## src/rtl/qmult_pipe.sv

```systemverilog
// qmult_pipe: pipelined signed Q-format multiplier with valid/ready stream,
// optional round-to-nearest and saturation, per-sample and sticky overflow flags.
module qmult_pipe #(
  parameter int unsigned N      = 32,
  parameter int unsigned Q      = 18,
  parameter int unsigned STAGES = 3,
  parameter int unsigned ROUND  = 1,
  parameter int unsigned SAT    = 1
) (
  input  logic         clk,
  input  logic         rst_n,
  input  logic         in_valid,
  output logic         in_ready,
  input  logic [N-1:0] a,
  input  logic [N-1:0] b,
  output logic         out_valid,
  input  logic         out_ready,
  output logic [N-1:0] o_result,
  output logic         ovr,
  output logic         ovr_sticky,
  input  logic         clr_sticky
);

  localparam int unsigned PW = 2 * N;
  localparam int unsigned RW = 2 * N + 1;
  localparam int unsigned HW = N + 2 - Q;
  localparam logic [RW-1:0] RND_ADD = (ROUND != 0) ? (RW'(1) << (Q - 1)) : '0;

  logic                 w_adv;
  logic                 w_consume;
  logic signed [N-1:0]  r_a;
  logic signed [N-1:0]  r_b;
  logic                 r_v1;
  logic signed [PW-1:0] w_prod;
  logic signed [PW-1:0] w_pfin;
  logic                 w_vfin;
  logic [RW-1:0]        w_r;
  logic [HW-1:0]        w_hi;
  logic                 w_ovf;
  logic [N-1:0]         w_res;
  logic                 w_unused_lsb;
  logic                 r_ov;
  logic [N-1:0]         r_result;
  logic                 r_ovr;
  logic                 r_sticky;

  // Global stall: every stage holds while the output is occupied and not taken.
  assign w_adv     = out_ready | ~r_ov;
  assign w_consume = r_ov & out_ready;
  assign in_ready  = w_adv;

  always_ff @(posedge clk or negedge rst_n) begin
    if (!rst_n) begin
      r_a  <= '0;
      r_b  <= '0;
      r_v1 <= 1'b0;
    end else if (w_adv) begin
      r_a  <= a;
      r_b  <= b;
      r_v1 <= in_valid;
    end
  end

  // Operands widened first so the product is exact, including (-2^(N-1))^2.
  assign w_prod = PW'(r_a) * PW'(r_b);

  if (STAGES == 2) begin : g_direct
    assign w_pfin = w_prod;
    assign w_vfin = r_v1;
  end else begin : g_retime
    localparam int unsigned NP = STAGES - 2;
    logic [NP-1:0][PW-1:0] r_p;
    logic [NP-1:0]         r_pv;

    always_ff @(posedge clk or negedge rst_n) begin
      if (!rst_n) begin
        r_p  <= '0;
        r_pv <= '0;
      end else if (w_adv) begin
        r_p[0]  <= w_prod;
        r_pv[0] <= r_v1;
        for (int unsigned i = 1; i < NP; i++) begin
          r_p[i]  <= r_p[i-1];
          r_pv[i] <= r_pv[i-1];
        end
      end
    end

    assign w_pfin = $signed(r_p[NP-1]);
    assign w_vfin = r_pv[NP-1];
  end

  // One extra bit keeps the rounding carry; overflow means the bits above the
  // kept field disagree with the result sign.
  assign w_r          = {w_pfin[PW-1], w_pfin} + RND_ADD;
  assign w_hi         = w_r[RW-1:N-1+Q];
  assign w_ovf        = ~((w_hi == '0) | (w_hi == '1));
  assign w_unused_lsb = ^w_r[Q-1:0];

  always_comb begin
    w_res = w_r[N-1+Q:Q];
    if ((SAT != 0) && w_ovf) begin
      w_res = w_r[RW-1] ? {1'b1, {(N-1){1'b0}}} : {1'b0, {(N-1){1'b1}}};
    end
  end

  always_ff @(posedge clk or negedge rst_n) begin
    if (!rst_n) begin
      r_ov     <= 1'b0;
      r_result <= '0;
      r_ovr    <= 1'b0;
    end else if (w_adv) begin
      r_ov     <= w_vfin;
      r_result <= w_res;
      r_ovr    <= w_ovf;
    end
  end

  always_ff @(posedge clk or negedge rst_n) begin
    if (!rst_n) begin
      r_sticky <= 1'b0;
    end else if (w_consume & r_ovr) begin
      r_sticky <= 1'b1;
    end else if (clr_sticky) begin
      r_sticky <= 1'b0;
    end
  end

  assign out_valid  = r_ov;
  assign o_result   = r_result;
  assign ovr        = r_ovr;
  assign ovr_sticky = r_sticky;

endmodule

```

## config.mk

```make
export PLATFORM = sky130hd
export DESIGN_NAME = qmult_pipe
export DESIGN_NICKNAME = d
export VERILOG_FILES = /design/src/rtl/qmult_pipe.sv
export SDC_FILE = /design/constraint.sdc
export NUM_CORES = 2
export LEC_CHECK = 0
export CORE_MARGIN = 1
export CORE_UTILIZATION = 44
export DETAILED_ROUTE_END_ITERATION = 10
export PLACE_DENSITY_LB_ADDON = 0.08
export SLEW_MARGIN = 20
export SYNTH_ARGS = -nofsm -noshare
export SYNTH_HDL_FRONTEND = slang
export SYNTH_SLANG_ARGS = --single-unit
export TNS_END_PERCENT = 20
```

## constraint.sdc

```tcl
create_clock -name clk -period 21.6 [get_ports clk]
set_input_delay 3.24 -clock clk [delete_from_list [all_inputs] [get_ports clk]]
set_output_delay 3.24 -clock clk [all_outputs]
set_load 0.02 [all_outputs]
```

== Yosys cells after proc, flatten, opt, wreduce, memory -nomap -nowiden ==
Index checks and enable logic that the tools add are counted.

* Register bits after elaboration: 165
* Bits of input ports: 69
* Output and inout bits: 36
* Word-level logic and storage cells: 24

* $add $sub $neg: 1
* $mul: 1
* Eq/ne operators: 1
* Multiplexer cells: 4
* Bitwise gates (word level): 6
* Reductions and logical operators: 2

{| class="wikitable"
|+ Operators by type and width
! kind !! count
|-
| $add A64 B19 Y65 const B || 1
|-
| $mul A32 B32 Y64 || 1
|-
| $mux W32 || 2
|-
| $eq A16 B16 Y1 const B || 1
|-
| $logic_not A16 Y1 || 1
|-
| $and A1 B1 Y1 || 2
|-
| $mux W1 || 2
|-
| $not A1 Y1 || 2
|-
| $or A1 B1 Y1 || 2
|-
| $reduce_bool A2 Y1 || 1
|}

== Longest topological paths before layout ==
* Word-level depth: 4
* Mapped depth: 28
* Depth with buffers taken out: 26

== Least setup slack after synthesis ==
OpenSTA, ideal clock, no wires.

* Path kind: register -> register
* From: register r_a[31]
* To: register g_retime.r_p[63] in the netlist's numbering
* Setup time: 0.136 ns
* Arrival time: 7.945 ns
* Required time: 21.464 ns
* Slack: 13.520 ns
* Cell stages (with the launch flop): 28
* Buffers on the path: 2
* Period minus slack after synthesis: 8.080 ns
* Cell sequence: dfrtp_1 -> clkbuf_1 -> nand2_1 -> inv_1 -> fa_1 -> inv_1 -> fa_1 -> inv_1 -> fa_1 -> fa_1 -> inv_1 -> fa_1 -> inv_1 -> fa_1 -> inv_1 -> fa_1 -> fa_1 -> inv_1 -> ha_1 -> clkbuf_1 -> a21oi_1 -> o21a_1 -> o221ai_1 -> a221oi_1 -> o21ai_2 -> a2111o_1 -> a2111oi_0 -> nor3_1

* Cells in the longest elaborated chain, start to end: 1

{| class="wikitable"
|+ RTL lines
! element !! line !! text
|-
| start, declared || 31 || <nowiki>logic signed [N-1:0] r_a;</nowiki>
|-
| start signal, assigned || 54 || <nowiki>r_a <= '0;</nowiki>
|-
| start signal, assigned || 58 || <nowiki>r_a <= a;</nowiki>
|-
| $mul A32 B32 Y64 || 65 || <nowiki>assign w_prod = PW'(r_a) * PW'(r_b);</nowiki>
|-
| end signal, assigned by index || 83 || <nowiki>r_p[i] <= r_p[i-1];</nowiki>
|-
| end, declared || 72 || <nowiki>logic [NP-1:0][PW-1:0] r_p;</nowiki>
|}

No other way between the ends.
A chain may end at the register's enable or synchronous reset.

== Worst setup path after layout ==
Same ends and word-level chain as after synthesis.

==> key figures <==
Detailed routing
  – Total Wirelength: roughly 110 mm
  – Post-route ant nets: 0
  – Vias per inst: 5.12
  – WL per Instance: between 15 and 20 um
  – Drt pass-1 iters: 5
  – Vias: ~30000
  – DRC: 0
  – 1st-iter DRT viols: 1351

Place
  – Placed cells: ~5800
  – Dpl hpwl: slightly above 90 mm
  – Gpl congestion: between 0.8 and 0.9
  – Port Buf Inserts: 104
  – Dpl cell area: between 40000 and 50000 sq um

Synth
  – Warnings, synthesis: 0
  – Syn Inst Count: between 4000 and 5000
  – Synth Cell Area: roughly 43000 sq um
  – Area contributors post-synth: fa_1 51%, inv_1 8.7%, dfrtp_1 8.7%, and2_1 7.6%, nand2_1 6.6%
  – Syn avg cell area: approximately 9.3 sq um
  – Number of synthesized flops with an enable pin: 0
  – Synth top area share: around half
  – Post-synth top area cell: fa_1
  – Synth cell count leaders: 1081 x fa_1, 988 x inv_1, 750 x nand2_1
  – #FFs+latches synth: around 150
  – Yosys cell types: 71
  – Most frequent cell after synthesis: fa_1
  – Register area share after synthesis: ~8.7%
  – Mapped Nets: approximately 5900
  – Synth Flop Type: dfrtp_1
  – Async set-reset flop share out of synthesis: 100%

Floorplanning
  – # IOs: between 100 and 150
  – Core area: approximately 95000 sq um
  – Die Y: 313 um
  – Die area: 97900 sq um
  – Row count: between 100 and 150
  – Die W: 313 um
  – Initial Util: 44.6%

STA
  – Worst slew margin: between 30 and 40%
  – Slew @ Worst Pin: between 0.9 and 1 ns
  – Fin crit period: between 8 and 9 ns
  – Clock Skews: ~0.025 ns
  – Final setup viols: 0
  – Final Max Slew Viols: 0
  – Hold Violations, Final: 0
  – Setup TNS: 0 ns
  – Final period utilization: roughly two fifths
  – Max frequency: about 0.11 GHz
  – RSZ-0062 raised after global routing: false

CTS
  – Clock buffer depth: 2
  – CTS clk-pin slew, worst paths: 0.09 ns
  – Root cell of the clock tree: clkbuf_16
  – CTS tree: yes
  – CTS sink count: between 100 and 150
  – Resize count post-CTS: 0
  – Worst-skew pair later-pin latency: around 0.50 ns
  – Hold buffer count at cts: 0
  – H-tree depth: 4
  – Total CTS buffers: 17
  – Setup bufs post-CTS: 0

Setup path
  – Worst reg2reg path startpoint: r_a[31]
  – Critical Path Fanout Max: 33
  – Worst setup EP type: register
  – Crit Path Class: register to register
  – Crit start category: register
  – Worst EP required: about 22 ns
  – Arr. time, crit path: roughly 9.2 ns
  – Worst Setup SP: r_a[31]

Global routing
  – Vias in the first global route: 32300
  – Initial antenna violation count: 2
  – Gr ovfl total: 0
  – Total track usage: ~24%
  – Largest net degree at the start of global routing: 74
  – First-pass GRT wire length: 184 mm

Finish
  – Area grow syn2layout: 6.63%
  – # fillers: slightly above 9000
  – Register area: 3710 sq um
  – Fin area: roughly 45000 sq um
  – Non-Filler Instances: between 5000 and 6000
  – Share of layout cells above drive strength 1: under 10%
  – Nets: roughly 5800
  – Multi-input logic area: approximately 34000 sq um

Hold path
  – Min-delay src: r_b[28]
  – HP Class: register to register

Run
  – Number of max-cap violations: 0

Run status
  – Status: complete, no violations
-- routing by layer --
metal / up-vias / global-route usage, % / wire [um]
li1: 13200 / - / -
met1: 15800 / 31.2 / 46600
met2: 489 / 45.4 / 61400
met3: 83 / 1.57 / 3060
met4: 0 / 5.50 / 2190
met5: - / 0 / 0
-- cell type report --
cell class / instances / share of cell area (%)
Multi-Input combinational cell: 3179 / 75.4
Inverter: 988 / 8.19
Sequential cell: 148 / 8.17
Tap cell: 1265 / 3.49
Timing Repair Buffer: 174 / 3.46
Clock buffer: 17 / 0.938
Clock inverter: 15 / 0.395
Antenna cell: 1 / 0.00552
-- metrics by stage --
stage | hold slack [ns] | setup slack, ns | utilization (%)
finish | 0.474 | 12.80 | 47.5
global placement | 0.452 | 12.85 | 46.9
CTS | 0.480 | 12.82 | 47.5
floorplan | 0.430 | 13.52 | -
global route | 0.499 | 12.33 | 47.5
detailed placement | 0.459 | 12.82 | 46.9
-- worst max-delay path: stages (launching register included) --
cell       delay (ns)
dfrtp_1          0.34
buf_4            0.34
nand2_1          0.21
inv_1            0.12
fa_1             0.39
inv_1            0.25
fa_1             0.47
inv_1            0.23
fa_1             0.49
fa_1             0.91
inv_1            0.38
fa_1             0.57
inv_1            0.05
fa_1             0.53
inv_1            0.05
fa_1             0.45
fa_1             0.51
inv_1            0.04
ha_1             0.39
a21oi_1          0.23
o21a_1           0.15
o221ai_1         0.11
a221oi_1         0.35
o21ai_2          0.17
a2111o_1         0.44
a2111oi_0        0.38
nor3_1           0.09
-- logic make-up (layout without fill, tap and decap cells) --
group                      Yosys count  in the layout  share of synthesized area [%]
xor gates and xnor gates            79             79                           1.63
other                                0              1                              0
DFF                                148            148                           8.71
buffers and inverters             1235           1194                           11.0
AOI/OAI and AO/OA                  305            305                           4.74
muxes                                2              2                         0.0530
adders and majority gates         1262           1262                           56.2
and+or+nand+nor                   1531           1531                           17.7
-- state kept, by name, summed over array words and instances, names as in the netlist, 32 cells and up --
register	cells
g_retime.r_p	47
o_result	32
r_a	32
r_b	32
-- cells in the final DEF, fill, tap and decap left out, types with 17 or more instances in the layout --
master           Yosys  routed
nor3_1              18      18
dfrtp_1            148     145
inv_1              988     987
buf_4                0      70
clkbuf_16            0      17
a22o_1              33      33
o21ai_1             30      30
nand4_1             27      27
nand3_1             34      34
ha_1               181     181
fa_1              1081    1081
nand2_1            750     750
nor2_1              98      97
clkdlybuf4s50_1      0     103
and3_1              23      23
xnor2_1             40      40
a21o_1              19      19
and2_1             518     518
xor2_1              39      39
a21oi_1             84      84
o21ai_0             43      43
-- worst paths after layout --
kind / end / slack (ns) / cells after the start
setup / recovery: g_retime.r_p[63] / 12.80 / 26
min in group asynchronous: r_b[10] / 2.60 / 1
hold reg to reg: r_b[28] / 0.47 / 2
setup reg to reg: g_retime.r_p[63] / 12.80 / 26
hold / removal: r_b[28] / 0.47 / 2
max in group asynchronous: r_b[25] / 16.93 / 3
Power is left out: the tool's default activity adds up to more than one toggle a clock period on the data nets, which glitch-free logic cannot reach.
